**src/rtl/brisc_pkg.sv**
```systemverilog
// Shared core types and constants.
// Sizes the register file and names the writeback sources.
package brisc_pkg;

  localparam int XLEN       = 32;
  localparam int REG_NUM    = 32;
  localparam int REG_BITS   = $clog2(REG_NUM);
  localparam int STARVE_DEF = 4;

  typedef enum logic [1:0] {
    WB_NONE,
    WB_ALU,
    WB_MEM
  } wb_src_e;

endpackage

```
**src/rtl/regfile_scoreboard.sv**
```systemverilog
// Pending-write scoreboard: one bit per architectural register.
// Ports: set/clr strobes+addr in; rs1/rs2/rd/wr probe in; pending, hazard out.
module regfile_scoreboard
  import brisc_pkg::*;
#(
  parameter int REG_NUM = brisc_pkg::REG_NUM
) (
  input  logic                clk,
  input  logic                reset,
  input  logic                set_en,
  input  logic [REG_BITS-1:0] set_addr,
  input  logic                clr_en,
  input  logic [REG_BITS-1:0] clr_addr,
  input  logic [REG_BITS-1:0] rs1,
  input  logic [REG_BITS-1:0] rs2,
  input  logic [REG_BITS-1:0] rd,
  input  logic                wr,
  output logic [REG_NUM-1:0]  pending,
  output logic                hazard
);

  logic [REG_NUM-1:0] pending_nxt;

  // Clear first so a same-edge set of the same register wins.
  always_comb begin
    pending_nxt = pending;
    if (clr_en) pending_nxt[clr_addr] = 1'b0;
    if (set_en) pending_nxt[set_addr] = 1'b1;
    pending_nxt[0] = 1'b0;
  end

  always_ff @(posedge clk) begin
    if (!reset) pending <= '0;
    else        pending <= pending_nxt;
  end

  assign hazard = pending[rs1]
                | pending[rs2]
                | (wr & pending[rd]);

endmodule

```
**src/rtl/regfile_wb_sched.sv**
```systemverilog
// Arbitrates the regfile write port between ALU and memory writeback.
// Ports: issue probe/stall, alu_wb_*/mem_wb_* handshakes, rf_* write, pending.
module regfile_wb_sched
  import brisc_pkg::*;
#(
  parameter int XLEN         = brisc_pkg::XLEN,
  parameter int REG_NUM      = brisc_pkg::REG_NUM,
  parameter int STARVE_LIMIT = brisc_pkg::STARVE_DEF
) (
  input  logic                clk,
  input  logic                reset,
  input  logic                issue_valid,
  input  logic [REG_BITS-1:0] issue_rs1,
  input  logic [REG_BITS-1:0] issue_rs2,
  input  logic [REG_BITS-1:0] issue_rd,
  input  logic                issue_wr,
  output logic                issue_stall,
  input  logic                alu_wb_valid,
  input  logic [REG_BITS-1:0] alu_wb_rd,
  input  logic [XLEN-1:0]     alu_wb_data,
  output logic                alu_wb_ready,
  input  logic                mem_wb_valid,
  input  logic [REG_BITS-1:0] mem_wb_rd,
  input  logic [XLEN-1:0]     mem_wb_data,
  output logic                mem_wb_ready,
  output logic [REG_BITS-1:0] rf_rd_addr,
  output logic [XLEN-1:0]     rf_write_data,
  output logic                rf_enable,
  output logic [REG_NUM-1:0]  pending
);

  localparam int CNT_BITS = $clog2(STARVE_LIMIT + 1);
  localparam logic [CNT_BITS-1:0] CNT_MAX =
    CNT_BITS'(STARVE_LIMIT);

  logic [CNT_BITS-1:0] starve_cnt;
  wb_src_e             src;
  logic [REG_BITS-1:0] wb_rd;
  logic [XLEN-1:0]     wb_data;
  logic                wb_en;
  logic                hazard;
  logic                fire;

  // Memory wins unless the ALU has lost STARVE_LIMIT times in a row.
  always_comb begin
    src = WB_NONE;
    if (reset) begin
      if (alu_wb_valid &&
          (!mem_wb_valid || starve_cnt == CNT_MAX))
        src = WB_ALU;
      else if (mem_wb_valid)
        src = WB_MEM;
    end
  end

  assign alu_wb_ready = (src == WB_ALU);
  assign mem_wb_ready = (src == WB_MEM);

  always_comb begin
    wb_rd   = '0;
    wb_data = '0;
    unique case (1'b1)
      alu_wb_ready: begin
        wb_rd   = alu_wb_rd;
        wb_data = alu_wb_data;
      end
      mem_wb_ready: begin
        wb_rd   = mem_wb_rd;
        wb_data = mem_wb_data;
      end
      default: ;
    endcase
  end

  // x0 writes finish the handshake but never reach the regfile.
  assign wb_en = (src != WB_NONE) && (wb_rd != '0);

  always_ff @(posedge clk) begin
    if (!reset) begin
      rf_enable     <= 1'b0;
      rf_rd_addr    <= '0;
      rf_write_data <= '0;
      starve_cnt    <= '0;
    end else begin
      rf_enable <= wb_en;
      if (wb_en) begin
        rf_rd_addr    <= wb_rd;
        rf_write_data <= wb_data;
      end
      if (alu_wb_valid && !alu_wb_ready)
        starve_cnt <= (starve_cnt == CNT_MAX) ?
                      starve_cnt :
                      starve_cnt + CNT_BITS'(1);
      else
        starve_cnt <= '0;
    end
  end

  // Stall is forced high in reset so nothing issues into a dead pipe.
  assign issue_stall = !reset || (issue_valid && hazard);

  assign fire = issue_valid && !issue_stall &&
                issue_wr && (issue_rd != '0);

  regfile_scoreboard #(
    .REG_NUM (REG_NUM)
  ) u_sb (
    .clk      (clk),
    .reset    (reset),
    .set_en   (fire),
    .set_addr (issue_rd),
    .clr_en   (rf_enable),
    .clr_addr (rf_rd_addr),
    .rs1      (issue_rs1),
    .rs2      (issue_rs2),
    .rd       (issue_rd),
    .wr       (issue_wr),
    .pending  (pending),
    .hazard   (hazard)
  );

endmodule

```
**config.mk**
```make
export PLATFORM = sky130hd
export DESIGN_NAME = regfile_wb_sched
export DESIGN_NICKNAME = d
export VERILOG_FILES = /design/src/rtl/brisc_pkg.sv /design/src/rtl/regfile_scoreboard.sv /design/src/rtl/regfile_wb_sched.sv
export SDC_FILE = /design/constraint.sdc
export NUM_CORES = 1
export LEC_CHECK = 0
export ABC_AREA = 1
export ABC_CLOCK_PERIOD_IN_PS = 3000
export CORE_MARGIN = 5
export CORE_UTILIZATION = 47
export CTS_BUF_LIST = sky130_fd_sc_hd__clkbuf_4
export CTS_CLUSTER_SIZE = 30
export DETAILED_ROUTE_END_ITERATION = 8
export GPL_ROUTABILITY_DRIVEN = 0
export PLACE_DENSITY_LB_ADDON = 0.05
export SLEW_MARGIN = 30
export SYNTH_ARGS = -nofsm -noshare
export SYNTH_HDL_FRONTEND = slang
export SYNTH_HIERARCHICAL = 1
export SYNTH_SLANG_ARGS = --single-unit
export TNS_END_PERCENT = 100
```
**constraint.sdc**
```tcl
create_clock -name clk -period 3 [get_ports clk]
set_input_delay 0.6 -clock clk [delete_from_list [all_inputs] [get_ports clk]]
set_output_delay 0.6 -clock clk [all_outputs]
set_load 0.05 [all_outputs]
```
Word-level counts from Yosys, hierarchy flattened
Cells that the tools add are included.
{"block": "totals", "register_bits": 73, "inputBits": 95, "output_inout_bits": 73, "wordCells": 58}
{"block": "classes", "addsub": 1, "magnitude_cmp": 6, "eq_ne": 3, "muxes": 17, "n_bitwise": 6, "n_reduce_logical": 19}
{"op": "32-bit two-way mux", "count": 2}
{"op": "32-bit case mux with 2 select lines", "count": 1}
{"op": "32-bit AND", "count": 1}
{"op": "32-bit NOT", "count": 1}
{"op": "32-bit OR", "count": 1}
{"op": "5-bit by 6-bit < comparator with 1-bit output, second input constant", "count": 4}
{"op": "1-bit binary-select mux with 5-bit select", "count": 3}
{"op": "1-bit demux with 5-bit select", "count": 2}
{"op": "5-bit by 1-bit greater-or-equal comparator with 1-bit output, second input constant", "count": 2}
{"op": "5-bit case mux with 2 select lines", "count": 1}
{"op": "5-bit nonzero test", "count": 2}
{"op": "1-bit logical AND", "count": 9}
{"op": "2-bit two-way mux", "count": 3}
{"op": "1-bit two-way mux", "count": 5}
{"op": "1-bit zero test", "count": 4}
{"op": "3-bit by 1-bit adder with 3-bit output, second input constant", "count": 1}
{"op": "3-bit == test, second input constant", "count": 1}
{"op": "2-bit by 1-bit == test with 1-bit output, second input constant", "count": 1}
{"op": "2-bit == test, second input constant", "count": 1}
{"op": "1-bit logical OR", "count": 2}
{"op": "1-bit OR", "count": 2}
{"op": "2-bit AND reduction", "count": 1}
{"op": "2-bit nonzero test", "count": 1}
{"op": "1-bit AND", "count": 1}

Depth between registers and ports, before layout
{"block": "logic_depth", "ltp_word": 11, "mapped_depth": 20, "mapped_depth_nobuf": 18}

By module
Netlist, hierarchy kept.
{"mod": "regfile_wb_sched", "n_inst": 1, "cells_per_inst": 347, "area_per_inst_um2": 2322.2}
{"mod": "regfile_scoreboard", "n_inst": 1, "cells_per_inst": 402, "area_per_inst_um2": 2316.0}

Least setup slack after synthesis
OpenSTA, ideal clock, no wires.
{"block": "synth_timing", "path_kind": "input-to-reg", "startpoint": "input reset", "endpoint": "register rf_write_data[23]", "setup_ps": 113, "arrival_time_ps": 2537, "t_required_ps": 2887, "slack_ps": 350, "stages": 16, "path_buffers": 4, "cell_sequence": "clkbuf_1 nand3_1 inv_1 ha_1 buf_6 nand2_1 nand2_1 nand2_1 nand2_2 inv_1 nand2_1 buf_4 buf_6 nand3_1 nand2_1 nor2_1"}
{"block": "synth_between", "elab_chain_len": 5, "word_cells_on_any_way": 8, "cone_classes": "eq/ne (2); mux (3); reduce/logical (3)"}
{"item": "start: declaration", "line_no": "regfile_wb_sched.sv:11", "text": "input logic reset,"}
{"item": "2-bit two-way mux (*)", "line_no": "regfile_wb_sched.sv:47", "text": "if (reset) begin"}
{"item": "2-bit == test (*)", "line_no": "regfile_wb_sched.sv:57", "text": "assign mem_wb_ready = (src == WB_MEM);"}
{"item": "via mem_wb_ready", "line_no": "regfile_wb_sched.sv:25", "text": "output logic mem_wb_ready,"}
{"item": "5-bit case mux with 2 select lines", "line_no": "regfile_wb_sched.sv:62", "text": "unique case (1'b1)"}
{"item": "5-bit nonzero test", "line_no": "regfile_wb_sched.sv:76", "text": "assign wb_en = (src != WB_NONE) && (wb_rd != '0);"}
{"item": "1-bit logical AND", "line_no": "regfile_wb_sched.sv:76"}
{"item": "end signal: assignment", "line_no": "regfile_wb_sched.sv:88", "text": "rf_write_data <= wb_data;"}
{"item": "end: declaration", "line_no": "regfile_wb_sched.sv:27", "text": "output logic [XLEN-1:0] rf_write_data,"}
Mark *: on every way through the listed nets, which the timed path passes. The rest lies on a longest branch.
A chain may end at the register's enable or synchronous reset.

Final worst setup path
{"block": "layout_timing", "startpoint": "input issue_rd[0]", "endpoint": "output issue_stall"}
{"block": "layout_between", "elab_chain_len": 6}
{"item": "start: declaration", "line_no": "regfile_wb_sched.sv:15", "text": "input logic [REG_BITS-1:0] issue_rd,"}
{"item": "1-bit binary-select mux with 5-bit select", "line_no": "regfile_scoreboard.sv:39", "text": "| (wr & pending[rd]);"}
{"item": "1-bit two-way mux (not written as such)", "line_no": "regfile_scoreboard.sv:39"}
{"item": "1-bit AND", "line_no": "regfile_scoreboard.sv:39"}
{"item": "1-bit OR", "line_no": "regfile_scoreboard.sv:39"}
{"item": "via hazard", "line_no": "regfile_wb_sched.sv:41", "text": "logic hazard;"}
{"item": "1-bit logical AND", "line_no": "regfile_wb_sched.sv:100", "text": "assign issue_stall = !reset || (issue_valid && hazard);"}
{"item": "1-bit logical OR", "line_no": "regfile_wb_sched.sv:100"}
{"item": "end: declaration", "line_no": "regfile_wb_sched.sv:17", "text": "output logic issue_stall,"}
The timed path passes the listed nets, and every way through them passes these cells. The select of a mux whose other input is x is not followed.

==> out/results.ini <==
[floorplan]
rows = 36
initial_core_util_pct = 47.89
die_area_um2 = 11960
chipHeight_um = 109.3
die_x_um = 109.3
ios = 168
core_um2 = 9684

[power]
p_total_mw = 2.400
power-per-cell-area_nw_per_um2 = 358.8
irDropWorstVdd_uv = 243.6
p_leak_nw = 2.717

[grt]
grtUsageTotal_pct = 26.96
grt_pass1_vias = 5499
antenna_found_initial = 1
gr-total-overflow = 0
grt_max_degree = 38
grt_pass1_wl_um = 25410

[logic_synthesis]
synthesis.instances = 749
synth_edf_count = 0
synth_top_flop_cell = dfxtp_1
async_flop_share_pct = 0
ys_ff_latch = 72
ys_types = 29
ys_seq_area_share_pct = 31.08
synth_area_per_cell_um2 = 6.193
synth_fp_nets = 849
syn_area_um2 = 4638
yosys_warnings = 6

[timing]
setup-tns-final_ps = 0
max_slew.worst_pin.slew_ps = 888.5
finalHoldViolCount = 0
min_period_ps = 2876
hold_slack_ps = 490.0
skew_ps = 20.32
rsz0062_at_grt = false
slew_headroom_pct = 40.70
period_share_pct = 95.88
slew_viol_final = 0
fmax_ghz = 0.3477
finalSetupViolations = 0

[critical_path]
crit_path_top_delay_cell = clkdlybuf4s50_1
crit_top_cell = nand2_1
crit_path_start_kind = primary input
critical_path_required_ps = 2400
critPathMaxFanout = 27
critical_path_buf_inv_count = 3
end_kind = output port
cp_data_arrival_time_ps = 2280
crit_type = in2out
path_cells = clkdlybuf4s50_1 > buf_12 > nand2_1 > nand3_1 > nand3_1 > nand2_1 > nand2_1 > nand3_1 > nand3_1 > nand2_1 > nand2_1 > nand2_2 > buf_12
cp_top_family = buffers and inverters
slowest_delay_ps = 540

[clock_tree]
cts-root-buf = clkbuf_4
clkSinkCount = 72
clk_pin_slew_worst_paths_ps = 100
clk_latency_ps = 430
clockBufferDepth = 2
h-tree-depth = 3
cts_tree = done
numCtsBuffers = 9

[finish]
final_cells = 1052
nNetsFinal = 1013
drive_gt1_share_pct = 7.625
final_area_um2 = 6690
syn_to_final_growth_pct = 44.24

[placement]
post_dp_cell_area_um2 = 6480
dp.cells = 1034
port_buffers = 166
dp_hpwl_um = 12500

[route]
wirelength_um = 16200
viasPerCell = 5.377
drcViolationCount = 0
route.vias.total = 5657
initialDrtViolationCount = 336
drtAntennaViolNets = 0
drt_first_pass_iters = 5
routedWlPerCell_um = 15.40

[flow_run]
max_cap_violations = 0

[status]
status = complete, no violations

[worst_hold_path]
hold_path.class = reg2reg

[synthesized netlist by cell type, drive strengths merged (5+ instances only)]
cell type  number  area share, %
buf            25            4.2
nor2           72            6.4
clkbuf         16            1.3
ha              5            1.3
nor3           14            1.8
inv            71            5.9
nand3         119             13
a21oi          46            5.0
nand2         233             19
o21ai          39            4.2
a22o           29            5.5
dfxtp          72             31
[tightest hold or removal path, cell delays in order (launching register included)]
cell	delay [ps]
dfxtp_1	340
nor2_1	50
nor2_1	80
[layout make-up]
| cell class | instances | area [um^2] |
|---|---|---|
| multi-input cells | 565 | 2675 |
| repair buffers | 194 | 1953 |
| inverters | 71 | 274.0 |
| flip-flops and latches | 72 | 1441 |
| well taps | 133 | 166.4 |
| clock inverters | 7 | 110.1 |
| fillers | 875 | 2994 |
| diodes | 1 | 2.502 |
| clock buffers | 9 | 67.56 |
[through the flow]
stage | worst slack, ps | util, %
3_3_place_gp | -47.96 | 66.91
5_1_grt | 29.93 | 69.08
3_5_place_dp | -129.9 | 66.91
2_1_floorplan | 349.6 | -
4_1_cts | 45.83 | 68.75
6_report | 123.6 | 69.08
[cells in the final DEF, fill, tap and decap left out, types with 2 or more instances in the layout]
master and instances:
bufinv_16 3, buf_4 24, o211ai_1 2, nand2_1 230, nand2_2 3, inv_4 3, nand3_1 118, buf_12 6
clkinv_1 3, dfxtp_1 72, nor3_1 11, clkbuf_4 9, o21ai_1 3, a21oi_1 45, ha_1 5, nor2_2 10
inv_2 4, o21ai_0 36, nor3_2 3, dlymetal6s2s_1 4, nor2_1 62, a22o_1 29, inv_1 64, clkdlybuf4s50_1 159
[logic make-up after synthesis]
kind of cell	after synthesis	share of synthesized area (%)
simple gates	441	40.55
compound gates	117	15.38
buf+inv	112	11.38
flops	72	31.08
fa+ha+maj	5	1.349
xor+xnor	1	0.1889
other cells	1	0.08085
[sequential cells by signal (all words and copies together) (netlist names)]
name,cells
rf_enable,1
starve_cnt,3
rf_write_data,32
u_sb/pending,31
rf_rd_addr,5
[timing repair]
item | in CTS | in global routing
buffers inserted | 0 | 1
gates resized for setup | 1 | 9
setup endpoints to repair | 1 | 20
hold buffers | 0 | 0
[metal layers]
layer,wire (um),up-vias,GRT usage [%],share of wire [%]
li1,-,2773,-,-
met4,677,0,14.60,4.2
met5,0,-,0,0
met1,6249,2533,30.02,39
met3,1486,55,6.459,9.2
met2,7786,296,47.21,48
[power breakdown]
part	internal, mW	switching, mW	leakage (nW)
registers	0.982	0.0200	0.582
clock network	0.415	0.344	0.0926
logic	0.279	0.360	2.04
total	1.68	0.724	2.72
[path summary, 6_finish.rpt]
check | slack, ps | cells past startpoint | to | from
setup / recovery | 120 | 13 | issue_stall | issue_rd[0]
hold / removal | 490 | 2 | rf_write_data[5] | rf_write_data[5]
setup reg to reg | 400 | 18 | rf_write_data[28] | starve_cnt[0]
hold reg to reg | 490 | 2 | rf_write_data[5] | rf_write_data[5]
No activity file was read; power rests on OpenSTA's default activity.
